### src/rtl/ofdm_tx_pkg.sv
// rtl/ofdm_tx_pkg.sv - shared rate encodings, code polynomials, frame lengths and FSM states for ofdm_bit_encoder
package ofdm_tx_pkg;

    typedef enum logic [1:0] {
        RATE_1_2 = 2'd0,
        RATE_2_3 = 2'd1,
        RATE_3_4 = 2'd2,
        RATE_5_6 = 2'd3
    } code_rate_e;

    typedef enum logic [2:0] {
        ST_IDLE,
        ST_SERVICE,
        ST_DATA,
        ST_TAIL,
        ST_FLUSH
    } enc_state_e;

    localparam logic [6:0] G0           = 7'o133;
    localparam logic [6:0] G1           = 7'o171;
    localparam logic [6:0] DEFAULT_SEED = 7'h5D;
    localparam int         SERVICE_LEN  = 16;
    localparam int         TAIL_LEN     = 6;

    function automatic logic [2:0] punc_period(input code_rate_e rate);
        case (rate)
            RATE_2_3: return 3'd2;
            RATE_3_4: return 3'd3;
            RATE_5_6: return 3'd5;
            default:  return 3'd1;
        endcase
    endfunction

    // {keep_a, keep_b} for the input bit at this phase; after phase 0 the patterns alternate A-only / B-only
    function automatic logic [1:0] punc_keep(input code_rate_e rate, input logic [2:0] phase);
        logic [1:0] keep;
        keep = 2'b11;
        if (phase != 3'd0 && rate != RATE_1_2)
            keep = phase[0] ? 2'b10 : 2'b01;
        return keep;
    endfunction

endpackage

### src/rtl/ofdm_bit_encoder_if.sv
// rtl/ofdm_bit_encoder_if.sv - byte input and coded-bit output handshakes of ofdm_bit_encoder
interface ofdm_bit_encoder_if;
    logic [7:0] byte_in;
    logic       byte_in_strobe;
    logic       byte_in_ready;
    logic       out_bit;
    logic       out_strobe;
    logic       out_ready;

    modport master (
        output byte_in, byte_in_strobe, out_ready,
        input  byte_in_ready, out_bit, out_strobe
    );

    modport slave (
        input  byte_in, byte_in_strobe, out_ready,
        output byte_in_ready, out_bit, out_strobe
    );
endinterface

### src/rtl/ofdm_bit_encoder_scramble.sv
// rtl/ofdm_bit_encoder_scramble.sv - x^7+x^4+1 additive scrambler, the mirror of descramble
module scramble
    import ofdm_tx_pkg::*;
(
    input  logic       i_clock,
    input  logic       i_reset_n,
    input  logic       i_load,
    input  logic [6:0] i_seed,
    input  logic       i_advance,
    input  logic       i_bit,
    output logic       o_bit
);
    logic [6:0] r_state;
    logic       w_fb;

    assign w_fb  = r_state[6] ^ r_state[3];
    assign o_bit = i_bit ^ w_fb;

    // an all-zero state would lock up, so a zero seed falls back to the default
    always_ff @(posedge i_clock or negedge i_reset_n) begin
        if (!i_reset_n)
            r_state <= '0;
        else if (i_load)
            r_state <= (i_seed == 7'd0) ? DEFAULT_SEED : i_seed;
        else if (i_advance)
            r_state <= {r_state[5:0], w_fb};
    end
endmodule

### src/rtl/ofdm_bit_encoder.sv
// rtl/ofdm_bit_encoder.sv - framed scrambler + K=7 convolutional encoder with puncturing
// rate 5/6 is accepted only when OFDM_TX_CODE_RATE_5_6_EN is defined
module ofdm_bit_encoder
    import ofdm_tx_pkg::*;
(
    input  logic              i_clock,
    input  logic              i_reset_n,
    input  logic              i_enable,
    input  logic              i_start,
    input  logic [1:0]        i_code_rate,
    input  logic              i_do_scramble,
    input  logic [6:0]        i_seed,
    input  logic [15:0]       i_num_data_bits,
    ofdm_bit_encoder_if.slave io_bus,
    output logic              o_busy,
    output logic              o_done,
    output logic              o_cfg_err
);
    enc_state_e r_state, w_next_state;
    code_rate_e r_rate;
    logic        r_scramble;
    logic [15:0] r_bits_left;
    logic [4:0]  r_cnt;
    logic [5:0]  r_enc;
    logic [2:0]  r_punc;
    logic        r_sub;
    logic [7:0]  r_byte;
    logic [2:0]  r_idx;
    logic        r_byte_valid;
    logic        r_out_valid, r_out_bit, r_done, r_cfg_err;

    logic        w_start_ok, w_rate_ok, w_launch, w_byte_ready, w_accept;
    logic [7:0]  w_byte;
    logic [2:0]  w_idx;
    logic        w_raw_bit, w_scr_bit, w_in_bit, w_have_bit;
    logic [6:0]  w_reg7;
    logic        w_a, w_b, w_slot, w_emit, w_advance, w_emit_bit, w_last_punc;
    logic [1:0]  w_keep;

`ifdef OFDM_TX_CODE_RATE_5_6_EN
    assign w_rate_ok = 1'b1;
`else
    assign w_rate_ok = (i_code_rate != RATE_5_6);
`endif

    assign w_start_ok   = i_enable && i_start && (r_state == ST_IDLE);
    assign w_launch     = w_start_ok && w_rate_ok;
    assign w_byte_ready = (r_state == ST_DATA) && !r_byte_valid && (r_bits_left != 16'd0);
    assign w_accept     = i_enable && w_byte_ready && io_bus.byte_in_strobe;

    // a byte arriving this cycle is used directly so byte boundaries cost no output cycle
    assign w_byte    = r_byte_valid ? r_byte : io_bus.byte_in;
    assign w_idx     = r_byte_valid ? r_idx : 3'd0;
    assign w_raw_bit = (r_state == ST_DATA) ? w_byte[w_idx] : 1'b0;
    assign w_in_bit  = (r_scramble && r_state != ST_TAIL) ? w_scr_bit : w_raw_bit;

    always_comb begin
        w_have_bit = 1'b0;
        case (r_state)
            ST_SERVICE, ST_TAIL: w_have_bit = 1'b1;
            ST_DATA:             w_have_bit = r_byte_valid || w_accept;
            default:             w_have_bit = 1'b0;
        endcase
    end

    assign w_reg7      = {w_in_bit, r_enc};
    assign w_a         = ^(w_reg7 & G0);
    assign w_b         = ^(w_reg7 & G1);
    assign w_keep      = punc_keep(r_rate, r_punc);
    assign w_last_punc = (r_punc == punc_period(r_rate) - 3'd1);
    assign w_slot      = !r_out_valid || io_bus.out_ready;
    assign w_emit      = i_enable && w_slot && w_have_bit;
    // an input bit retires once its last kept output (A or B) has been emitted
    assign w_advance   = w_emit && (r_sub || !w_keep[1] || !w_keep[0]);
    assign w_emit_bit  = (!r_sub && w_keep[1]) ? w_a : w_b;

    scramble u_scramble (
        .i_clock   (i_clock),
        .i_reset_n (i_reset_n),
        .i_load    (w_launch),
        .i_seed    (i_seed),
        .i_advance (w_advance && r_scramble && (r_state == ST_SERVICE || r_state == ST_DATA)),
        .i_bit     (w_raw_bit),
        .o_bit     (w_scr_bit)
    );

    always_ff @(posedge i_clock or negedge i_reset_n) begin
        if (!i_reset_n)
            r_state <= ST_IDLE;
        else
            r_state <= w_next_state;
    end

    always_comb begin
        w_next_state = r_state;
        case (r_state)
            ST_IDLE:
                if (w_launch)
                    w_next_state = i_do_scramble ? ST_SERVICE :
                                   (i_num_data_bits != 16'd0) ? ST_DATA : ST_TAIL;
            ST_SERVICE:
                if (w_advance && r_cnt == 5'(SERVICE_LEN - 1))
                    w_next_state = (r_bits_left != 16'd0) ? ST_DATA : ST_TAIL;
            ST_DATA:
                if (w_advance && r_bits_left == 16'd1)
                    w_next_state = ST_TAIL;
            ST_TAIL:
                if (w_advance && r_cnt == 5'(TAIL_LEN - 1))
                    w_next_state = ST_FLUSH;
            ST_FLUSH:
                if (i_enable && w_slot)
                    w_next_state = ST_IDLE;
            default:
                w_next_state = ST_IDLE;
        endcase
    end

    always_ff @(posedge i_clock or negedge i_reset_n) begin
        if (!i_reset_n) begin
            r_rate       <= RATE_1_2;
            r_scramble   <= 1'b0;
            r_bits_left  <= '0;
            r_cnt        <= '0;
            r_enc        <= '0;
            r_punc       <= '0;
            r_sub        <= 1'b0;
            r_byte       <= '0;
            r_idx        <= '0;
            r_byte_valid <= 1'b0;
            r_out_valid  <= 1'b0;
            r_out_bit    <= 1'b0;
            r_done       <= 1'b0;
            r_cfg_err    <= 1'b0;
        end else begin
            r_done    <= 1'b0;
            r_cfg_err <= 1'b0;
            if (w_start_ok && !w_rate_ok)
                r_cfg_err <= 1'b1;
            if (w_launch) begin
                r_rate       <= code_rate_e'(i_code_rate);
                r_scramble   <= i_do_scramble;
                r_bits_left  <= i_num_data_bits;
                r_cnt        <= '0;
                r_enc        <= '0;
                r_punc       <= '0;
                r_sub        <= 1'b0;
                r_idx        <= '0;
                r_byte_valid <= 1'b0;
            end
            if (r_state == ST_FLUSH && i_enable && w_slot)
                r_done <= 1'b1;

            if (w_emit) begin
                r_out_valid <= 1'b1;
                r_out_bit   <= w_emit_bit;
            end else if (i_enable && w_slot) begin
                r_out_valid <= 1'b0;
            end

            if (w_emit && !w_advance)
                r_sub <= 1'b1;
            if (w_advance) begin
                r_sub  <= 1'b0;
                r_enc  <= {w_in_bit, r_enc[5:1]};
                r_punc <= w_last_punc ? 3'd0 : r_punc + 3'd1;
                r_cnt  <= (w_next_state != r_state) ? 5'd0 : r_cnt + 5'd1;
            end

            if (r_state == ST_DATA) begin
                if (w_advance) begin
                    r_byte       <= w_byte;
                    r_idx        <= w_idx + 3'd1;
                    r_byte_valid <= (w_idx != 3'd7) && (r_bits_left != 16'd1);
                    r_bits_left  <= r_bits_left - 16'd1;
                end else if (w_accept) begin
                    r_byte       <= io_bus.byte_in;
                    r_idx        <= 3'd0;
                    r_byte_valid <= 1'b1;
                end
            end
        end
    end

    assign io_bus.byte_in_ready = w_byte_ready;
    assign io_bus.out_strobe    = r_out_valid && i_enable;
    assign io_bus.out_bit       = r_out_bit;
    assign o_busy               = (r_state != ST_IDLE);
    assign o_done               = r_done;
    assign o_cfg_err            = r_cfg_err;
endmodule

### src/flat_wrapper.sv
// flat-port wrapper written by rule: the top's interface ports become plain ports
module ofdm_bit_encoder_flat import ofdm_tx_pkg::*;
  (i_clock, i_reset_n, i_enable, i_start, i_code_rate, i_do_scramble, i_seed, i_num_data_bits, o_busy, o_done, o_cfg_err, io_bus_byte_in, io_bus_byte_in_strobe, io_bus_out_ready, io_bus_byte_in_ready, io_bus_out_bit, io_bus_out_strobe);
  ofdm_bit_encoder_if io_bus_i ();
  input  logic i_clock;
  input  logic i_reset_n;
  input  logic i_enable;
  input  logic i_start;
  input  logic [1:0] i_code_rate;
  input  logic i_do_scramble;
  input  logic [6:0] i_seed;
  input  logic [15:0] i_num_data_bits;
  output logic o_busy;
  output logic o_done;
  output logic o_cfg_err;
  input wire logic [$bits(io_bus_i.byte_in)-1:0] io_bus_byte_in;
  input wire logic [$bits(io_bus_i.byte_in_strobe)-1:0] io_bus_byte_in_strobe;
  input wire logic [$bits(io_bus_i.out_ready)-1:0] io_bus_out_ready;
  output wire logic [$bits(io_bus_i.byte_in_ready)-1:0] io_bus_byte_in_ready;
  output wire logic [$bits(io_bus_i.out_bit)-1:0] io_bus_out_bit;
  output wire logic [$bits(io_bus_i.out_strobe)-1:0] io_bus_out_strobe;
  assign io_bus_i.byte_in = io_bus_byte_in;
  assign io_bus_i.byte_in_strobe = io_bus_byte_in_strobe;
  assign io_bus_i.out_ready = io_bus_out_ready;
  assign io_bus_byte_in_ready = io_bus_i.byte_in_ready;
  assign io_bus_out_bit = io_bus_i.out_bit;
  assign io_bus_out_strobe = io_bus_i.out_strobe;
  ofdm_bit_encoder u_core (.i_clock(i_clock), .i_reset_n(i_reset_n), .i_enable(i_enable), .i_start(i_start), .i_code_rate(i_code_rate), .i_do_scramble(i_do_scramble), .i_seed(i_seed), .i_num_data_bits(i_num_data_bits), .io_bus(io_bus_i), .o_busy(o_busy), .o_done(o_done), .o_cfg_err(o_cfg_err));
endmodule
### config.mk
export PLATFORM = sky130hd
export DESIGN_NAME = ofdm_bit_encoder_flat
export DESIGN_NICKNAME = d
export VERILOG_FILES = /design/src/rtl/ofdm_tx_pkg.sv /design/src/rtl/ofdm_bit_encoder_if.sv /design/src/rtl/ofdm_bit_encoder_scramble.sv /design/src/rtl/ofdm_bit_encoder.sv /design/src/flat_wrapper.sv
export SDC_FILE = /design/constraint.sdc
export NUM_CORES = 1
export LEC_CHECK = 0
export CAP_MARGIN = 15
export CORE_UTILIZATION = 55
export DETAILED_ROUTE_END_ITERATION = 12
export GPL_TIMING_DRIVEN = 0
export HOLD_SLACK_MARGIN = 0.05
export PLACE_DENSITY = 0.81
export SLEW_MARGIN = 30
export SYNTH_ARGS = -nofsm -noshare
export SYNTH_HDL_FRONTEND = slang
export SYNTH_SLANG_ARGS = --single-unit
### constraint.sdc
create_clock -name i_clock -period 2.7 [get_ports i_clock]
set_input_delay 0.81 -clock i_clock [delete_from_list [all_inputs] [get_ports i_clock]]
set_output_delay 0.81 -clock i_clock [all_outputs]
set_load 0.01 [all_outputs]
# Word level (Yosys, flattened, before mapping)
# Index checks and enable logic that the tools add are counted.
# totals
register_bits	60
out_inout_bits	6
# classes
n_addsub	5
order_cmp	1
eq_ne	16
mux	51
bitwise	2
n_reduce_logical	52
# ops
operator	count
16-bit 2-to-1 mux	3
3-bit 2-to-1 mux	14
16-bit nonzero test	2
1-bit logical AND	24
8-bit 2-to-1 mux	3
7-bit 2-to-1 mux	3
1-bit 2-to-1 mux	17
16-bit by 1-bit equality test with 1-bit output (second input constant)	1
16-bit by 1-bit inequality test with 1-bit output (second input constant)	1
16-bit by 1-bit subtractor with 16-bit output (second input constant)	1
5-bit 2-to-1 mux	3
3-bit one-hot mux with 5 select lines	1
7-bit XOR reduction	2
6-bit 2-to-1 mux	2
2-bit nonzero test	5
3-bit one-hot mux with 3 select lines	1
3-bit nonzero test	3
1-bit zero test	7
7-bit zero test	1
3-bit by 1-bit adder with 3-bit output (second input constant)	2
3-bit by 2-bit equality test with 1-bit output (second input constant)	2
5-bit by 1-bit adder with 5-bit output (second input constant)	1
5-bit by 3-bit equality test with 1-bit output (second input constant)	1
5-bit by 4-bit equality test with 1-bit output (second input constant)	1
other kinds (19)	26

# Longest topological paths before layout
# Gate-level depths: netlist of the first run.
# logic_depth
depth_word	15
mapped_depth	9

# Modules after synthesis
# Synthesis of the first run repeated with hierarchy kept, for this count alone.
# hier_totals
cells_unflattened	377
hier_area_um2	3518.4
# by_module_without_submodules
module	instances	cells_each	area_per_inst_um2	seq_area_each_um2
ofdm_bit_encoder	1	336	3114.2	1326.3
scramble	1	41	404.1	175.2

# Worst setup path before layout of the first run
# Ideal clock, no wire load.
# synth_path
path_type	register to register
start	register u_core.r_bits_left[0]
end	register u_core.u_scramble.r_state[0]
arrival_ps	2126
t_required_ps	2575
path_slack_ps	449
stages_incl_launch_ff	9
n_path_buf	0
synth_period_minus_slack_ps	2251
path_cell_list	dfrtp_1 -> inv_1 -> ha_1 -> nor3b_1 -> and4_1 -> o21ai_4 -> nand2_2 -> o41ai_4 -> mux2_2
# synth_via
elab_chain_len	11
# synth_rtl
item	line	source
from (decl)	ofdm_bit_encoder.sv:22	logic [15:0] r_bits_left;
from (signal assigned)	ofdm_bit_encoder.sv:142	r_bits_left <= i_num_data_bits;
from (signal assigned)	ofdm_bit_encoder.sv:174	r_bits_left <= r_bits_left - 16'd1;
16-bit nonzero test	ofdm_bit_encoder.sv:48	assign w_byte_ready = (r_state == ST_DATA) && !r_byte_valid && (r_bits_left != 16'd0);
1-bit logical AND	ofdm_bit_encoder.sv:48	
1-bit logical AND (2 in a row)	ofdm_bit_encoder.sv:49	assign w_accept = i_enable && w_byte_ready && io_bus.byte_in_strobe;
1-bit logical OR	ofdm_bit_encoder.sv:61	ST_DATA: w_have_bit = r_byte_valid || w_accept;
1-bit one-hot mux with 2 select lines	ofdm_bit_encoder.sv:59	case (r_state)
1-bit logical AND	ofdm_bit_encoder.sv:72	assign w_emit = i_enable && w_slot && w_have_bit;
1-bit logical AND	ofdm_bit_encoder.sv:74	assign w_advance = w_emit && (r_sub || !w_keep[1] || !w_keep[0]);
1-bit logical AND (2 in a row)	ofdm_bit_encoder.sv:82	.i_advance (w_advance && r_scramble && (r_state == ST_SERVICE || r_state == ST_DATA)),
2-bit nonzero test (no source line)	-	
to (signal assigned)	ofdm_bit_encoder_scramble.sv:24	r_state <= (i_seed == 7'd0) ? DEFAULT_SEED : i_seed;
to (signal assigned)	ofdm_bit_encoder_scramble.sv:26	r_state <= {r_state[5:0], w_fb};
to (decl)	ofdm_bit_encoder_scramble.sv:13	logic [6:0] r_state;
# No other way between the ends.
# A chain may end at the register's enable or synchronous reset.

# Final worst setup path of the first run
# layout_path
start	input i_start
end	register u_core.r_state[1]
# layout_via
elab_chain_len	5
# layout_rtl
item	line	source
from (decl)	flat_wrapper.sv:8	input logic i_start;
1-bit logical AND (2 in a row)	ofdm_bit_encoder.sv:46	assign w_start_ok = i_enable && i_start && (r_state == ST_IDLE);
1-bit logical AND	ofdm_bit_encoder.sv:47	assign w_launch = w_start_ok && w_rate_ok;
3-bit 2-to-1 mux	ofdm_bit_encoder.sv:98	if (w_launch)
3-bit one-hot mux with 5 select lines	ofdm_bit_encoder.sv:96	case (r_state)
net u_core.w_next_state[1]	ofdm_bit_encoder.sv:19	enc_state_e r_state, w_next_state;
to (signal assigned)	ofdm_bit_encoder.sv:91	r_state <= w_next_state;
to (decl)	ofdm_bit_encoder.sv:19	
# The timed path passes the listed nets, and every way through them passes these cells.

==> run metrics, run 1 <==
Clock Latency Late Sink=0.34 ns; Syn Inst Count=between 300 and 400; I/O Pins=46; maxcap violations=0; Syn Std Cell Area=around 3400 um2; vias in the first global route=between 2000 and 3000; Pwr per Cell Area=around 940 nW/um2; Critical R2R Launch=u_core.r_bits_left[0]$_DFF_PN0_; Tot GR Track Use=27.4%; H-tree depth=3; final hold violations=0; number of synthesized flops with an enable pin=0; Cell variety after synth=52; GR Overflow Total=0; antenna cells=0; Detailed Route WL=roughly 8400 um; CP max stage cell=clkbuf_1; layout cells sized above 1=approximately 14%; Setup CP Type=in2reg; Leak=~1.8 nW; port buffer count=between 40 and 50; Syn-to-layout area delta=24.5%; CTS Buf Count=9; Iteration-0 DRC Markers=278; Gate power share=38.6%; Final Critical Period=around 2.6 ns; Req. time, crit path=between 2 and 3 ns; slowest stage delay, CP=between 0.4 and 0.5 ns; initial core utilization=57.7%; Worst Path Buf+Inv=3; slew of the pin with the lowest slew margin=about 0.64 ns; Sw Share=38.0%; clk slew on worst S/H paths=around 0.070 ns; Yosys Warn Count=0; Clock Path Buffers=2; clk sinks=60; initial antenna violation count=0; R2R depth=9; Sequential Power Share=between 30% and 40%; Slew Viols, Final=0; final clock skew=a little over 0.006 ns; Vias=between 3000 and 4000; crit path cell chain=clkdlybuf4s50_1, nand4_1, nand2b_1, buf_2, clkbuf_1, o21ai_0, a311o_1; Worst Hold Class=in2async; Worst VDD drop=0.501 mV; largest net degree at the start of global routing=35; Pwr Total=slightly above 4 mW; Via density=6.16; Critical Path Fanout Max=10; Worst R2R Setup Slack=about 0.077 ns; wire per inst=~17 um; worst reg2reg endpoint=u_core.u_scramble.r_state[3]$_DFFE_PN0P_; worst endpoint data arrival time=~2.9 ns; global-route wire length before repair=around 14000 um; DRT Pass-1 Iters=5; Setup crit start kind=input pin; Rows=28; Worst setup EP type=flop; clock power share=between 20% and 30%; Setup TNS Final=0 ns; die area=around 6600 um2; CTS root buf=clkbuf_8; ys async rst share=between 90% and 100%; fin crit share=97.2%; Final #Nets=480; CP top delay family=buffers and inverters; status=finished, final reports clean; antenna viol nets, final=0; DP HPWL=just under 6000 um; hold buffers post-CTS=0; GP Congestion=between 0.9 and 1; final setup fails=0; chip width=81.0 um; drt drc=0; TritonCTS clock tree=built; Psw=approximately 1.5 mW; Seq cells post-synth=60; Main synth FF type=dfrtp_1; core region area=between 5000 and 6000 um2; register area share after synthesis=a little over two fifths; Slew Limit Headroom=a little under three fifths; syn_nets=around 420; internal power=about 2.5 mW; RSZ-0062 raised after global routing=yes; f_max=~0.38 GHz; synthesized area per cell=a little over 9 um2; die height=81.0 um
## registers in the layout, indices dropped and copies added, names as in the netlist, 2 cells and up
| signal | flops |
|---|---|
| u_core.r_bits_left | 16 |
| u_core.r_byte | 8 |
| u_core.u_scramble.r_state | 7 |
| u_core.r_enc | 6 |
| u_core.r_cnt | 5 |
| u_core.r_idx | 3 |
| u_core.r_punc | 3 |
| u_core.r_state | 3 |
| u_core.r_rate | 2 |
## Yosys cell counts (all sizes together), types with 2 or more instances
master	count	area [um2]
and3	2	12.5
ha	9	113
nor4b	2	17.5
mux2	16	180
o21ai	28	151
o31ai	3	22.5
and2	5	31.3
nor2b	3	18.8
o221a	3	33.8
nand2	58	220
nand4b	3	32.5
a311oi	2	17.5
mux4	2	45.0
or3	2	12.5
o22ai	6	37.5
nand3	24	120
a211oi	5	37.5
nand2b	5	31.3
buf	8	46.3
nor4	10	62.6
a21oi	18	90.1
o22a	2	17.5
or4	2	15.0
o32ai	5	43.8
and4	2	17.5
nor3b	2	20.0
nor2	18	67.6
inv	19	71.3
clkbuf	7	26.3
a21o	3	22.5
nand4	3	18.8
mux2i	3	30.0
nor3	10	50.1
xnor2	6	52.6
dfrtp	60	1500
o21a	5	37.5
a22oi	2	15.0
## cell type report
type	instances	area [um2]
Buffer	15	72.6
Clock buffer	11	141
Clock inverter	5	75.1
Fill cell	459	1680
Inverter	19	71.3
Multi-Input combinational cell	278	1850
Sequential cell	60	1500
Tap cell	75	93.8
Timing Repair Buffer	48	478
## cells by family after synthesis
group                    count (synthesis)  share of synthesized area (%)
adder cells (fa/ha/maj)                  9                           3.28
flip-flops                              60                           43.7
multiplexers                            21                           7.43
AND/OR/NAND/NOR                        154                           22.5
buffers and inverters                   34                           4.19
AO/OA/AOI/OAI                           87                           17.2
XOR/XNOR                                 7                           1.78
## layer usage
metal	share of wire [%]	track usage, %	wire length (um)	vias up
met5	0	0	0	-
met4	2.6	12.9	218	0
met3	6.3	5.51	533	22
met2	46	44.6	3910	144
met1	45	35.0	3780	1502
li1	-	-	-	1480
## per-stage QoR
stage / util, % / cells / instance area (um2) / hold slack, ns / worst slack, ns
after global placement: 66.8 / 492 / 3980 / 0.456 / -1.13
after detailed placement: 67.1 / 493 / 4000 / 0.466 / -0.400
after global routing: 71.8 / 511 / 4280 / 0.388 / -0.00650
after CTS: 71.3 / 509 / 4250 / 0.379 / 0.000446
final: 71.8 / 511 / 4280 / 0.374 / 0.0766
after floorplan: - / 372 / 3440 / 0.438 / 0.449
## repair_timing
| item | in CTS | in global routing |
|---|---|---|
| setup endpoints to repair | 11 | 7 |
| gates resized for setup | 11 | 5 |
| buffers inserted | 0 | 2 |
## placed cells by master (no fill, tap or decap), types with 5 or more instances in the layout
| cell | synthesis | final |
|---|---|---|
| a211oi_1 | 5 | 5 |
| inv_1 | 19 | 19 |
| xnor2_1 | 6 | 6 |
| o22ai_1 | 6 | 6 |
| mux2_2 | 16 | 16 |
| clkbuf_1 | 7 | 8 |
| nor4_1 | 10 | 8 |
| clkdlybuf4s50_1 | 0 | 42 |
| a21oi_1 | 18 | 18 |
| ha_1 | 9 | 8 |
| nor2_1 | 18 | 18 |
| o21ai_0 | 26 | 26 |
| nand3_1 | 24 | 24 |
| dfrtp_1 | 60 | 60 |
| o32ai_1 | 5 | 5 |
| clkbuf_8 | 0 | 10 |
| and2_1 | 5 | 5 |
| buf_2 | 7 | 7 |
| nor3_1 | 10 | 9 |
| nand2_1 | 57 | 57 |
| o21a_1 | 5 | 5 |
| nand2b_1 | 5 | 5 |
## worst register-to-register path, cell delays in order, from the launching register on
cell and delay, ns:
dfrtp_1 0.39, inv_1 0.09, ha_2 0.21, nor3b_4 0.16, and4_4 0.20, buf_4 0.14, o21ai_4 0.24, nand2_2 0.11
o41ai_4 0.57, mux2_2 0.41
## power groups by stage
stage / clock, mW / combinational [mW] / sequential, mW
finish: 0.902 / 1.56 / 1.57
CTS: 0.914 / 1.54 / 1.54
global placement: 0 / 1.47 / 1.52
detailed placement: 0 / 1.52 / 1.54
floorplan: 0 / 1.13 / 1.47
global route: 0.948 / 1.71 / 1.62
## worst max-delay path by stage
stage               slack (ns)  depth (start not counted)                       startpoint                                  endpoint
finish                    0.08                          7                          i_start               u_core.r_state[1]$_DFF_PN0_
detailed placement       -0.40                          7                         i_enable               u_core.r_state[1]$_DFF_PN0_
floorplan                 0.45                          8  u_core.r_bits_left[0]$_DFF_PN0_  u_core.u_scramble.r_state[0]$_DFFE_PN0P_
global route            -0.007                          7                          i_start               u_core.r_state[1]$_DFF_PN0_
CTS                     0.0004                          6  u_core.r_bits_left[0]$_DFF_PN0_                      io_bus_byte_in_ready
global placement         -1.13                          1                        i_reset_n  u_core.u_scramble.r_state[1]$_DFFE_PN0P_
(Power assumes the default switching activity.)
==> run 2: changes to the inputs <==
Settings changed: GPL_TIMING_DRIVEN 0 to 1.
Clock period 2.7 ns to 3.12 ns, I/O delays scaled along.
==> run 2 against run 1 <==
Compared with the run above: flip-flop and latch count stayed put; sequential power is 11% lower; critical endpoint is now io_bus_out_strobe; clock skew is 0.00057 ns higher; core utilization is 0.084 points lower; global-route usage is 1.1 points higher; via count is 0.25% lower; setup slack better by 0.059 ns; critical path type is now in2out; highest routed layer unchanged; worst hold slack better by 0.10 ns.
==> run metrics, run 2 (same netlist as run 1, synthesis figures left out) <==
status=finished, final reports clean; Clock Path Buffers=2; layout cells sized above 1=around 15%; port buffer count=45; global-route wire length before repair=roughly 14000 um; Pwr per Cell Area=797 nW/um2; Clock Latency Late Sink=roughly 0.34 ns; DP HPWL=around 6000 um; core region area=a little under 6000 um2; CTS root buf=clkbuf_8; GR Overflow Total=0; I/O Pins=46; DRT Pass-1 Iters=5; hold buffers post-CTS=0; Tot GR Track Use=28.6%; Worst VDD drop=0.385 mV; Detailed Route WL=~8400 um; Rows=28; antenna cells=0; Final Util=a little under three quarters; Leak=1.86 nW; Final Critical Period=between 2 and 3 ns; worst endpoint data arrival time=slightly above 2 ns; final setup fails=0; hold path start=u_core.r_enc[2]$_DFFE_PN0P_; die height=approximately 81 um; Critical R2R Launch=u_core.r_bits_left[0]$_DFF_PN0_; slew of the pin with the lowest slew margin=~0.68 ns; hold path depth=2; clk slew on worst S/H paths=approximately 0.06 ns; Setup TNS Final=0 ns; antenna viol nets, final=0; maxcap violations=0; Final #Nets=a little under 500; f_max=roughly 0.34 GHz; Iteration-0 DRC Markers=283; Slew Limit Headroom=around 55%; commonest non-fill, non-tap cell in the layout=dfrtp_1; Pwr Total=~3.4 mW; initial antenna violation count=0; final hold violations=0; wire per inst=around 16 um; clk sinks=60; CTS Buf Count=9; Largest register FFs=16; die area=around 6600 um2; R2R depth=10; H-tree depth=3; RSZ-0062 raised after global routing=no; fill cell count=455; initial core utilization=around 58%; Critical Path Fanout Max=2; Req. time, crit path=about 2.2 ns; Worst R2R Setup Slack=between 0.6 and 0.7 ns; commonest non-fill, non-tap cells in the layout=dfrtp_1, nand2_1, clkdlybuf4s50_1, o21ai_0, nand3_1; Via density=around 6; chip width=around 80 um; Top reg by flops=u_core.r_bits_left; final clock skew=approximately 0.0067 ns; hold endpoint=u_core.r_enc[1]$_DFFE_PN0P_; largest net degree at the start of global routing=33; Largest regs=u_core.r_bits_left: 16 flops, u_core.r_byte: 8 flops, u_core.u_scramble.r_state: 7 flops; Setup CP Type=in2out; Vias=~3100; TritonCTS clock tree=built; Setup crit start kind=input pin; worst reg2reg endpoint=u_core.u_scramble.r_state[2]$_DFFE_PN0P_; GP Congestion=about 0.84; Worst Hold Class=reg2reg; Worst setup EP type=primary output; vias in the first global route=~3000; Syn-to-layout area delta=24.4%; fin crit share=95.7%; Slew Viols, Final=0; drt drc=0
==> run 2: worst max path at each step <==
stage / slack, ns / to / cells after the start / startpoint
finish: 0.14 / io_bus_out_strobe / 3 / i_enable
global route: 0.1 / io_bus_out_strobe / 3 / i_enable
CTS: 0.03 / io_bus_byte_in_ready / 6 / u_core.r_bits_left[0]$_DFF_PN0_
detailed placement: 0.14 / io_bus_out_strobe / 3 / i_enable
global placement: 0.14 / io_bus_out_strobe / 3 / i_enable
floorplan: 0.81 / u_core.u_scramble.r_state[0]$_DFFE_PN0P_ / 5 / io_bus_byte_in_strobe
==> run 2: worst max-delay path: stages <==
cell             delay, ns
clkdlybuf4s50_1       0.47
and2_1                0.12
clkdlybuf4s50_1       0.52
==> run 2: routing by layer <==
metal | GRT usage, % | share of wire, %
met2 | 45.0 | 48
met1 | 37.2 | 44
met5 | 0 | 0
met3 | 5.06 | 5.8
met4 | 15.9 | 2.8
==> run 2: final cells by class <==
class,count,area (um2),share of cell area (%)
clock buffer,15,176,4.13
tap,75,93.8,2.20
sequential,60,1500,35.1
inverter,19,71.3,1.67
multi-input combinational,278,1800,42.1
clock inverter,1,5.00,0.117
timing repair buffer,67,626,14.6
==> run 2: metrics by stage <==
stage / worst slack, ns / cells / hold slack, ns / area [um2]
after global routing: 0.0991 / 515 / 0.494 / 4270
final: 0.135 / 515 / 0.476 / 4270
after CTS: 0.0342 / 515 / 0.479 / 4270
after floorplan: 0.815 / 372 / 0.438 / 3440
after detailed placement: 0.141 / 499 / 0.458 / 4080
after global placement: 0.138 / 499 / 0.455 / 4080
==> run 2: power breakdown <==
group	switching, mW	internal [mW]
sequential	0.322	1.08
clock	0.291	0.353
combinational	0.698	0.666
==> run 2: what timing repair did <==
action,in CTS,in global routing
endpoints found under the hold margin,0,0
endpoints found under the setup margin,1,1
pin swaps,0,0
setup buffers,0,0
resized for setup,2,1
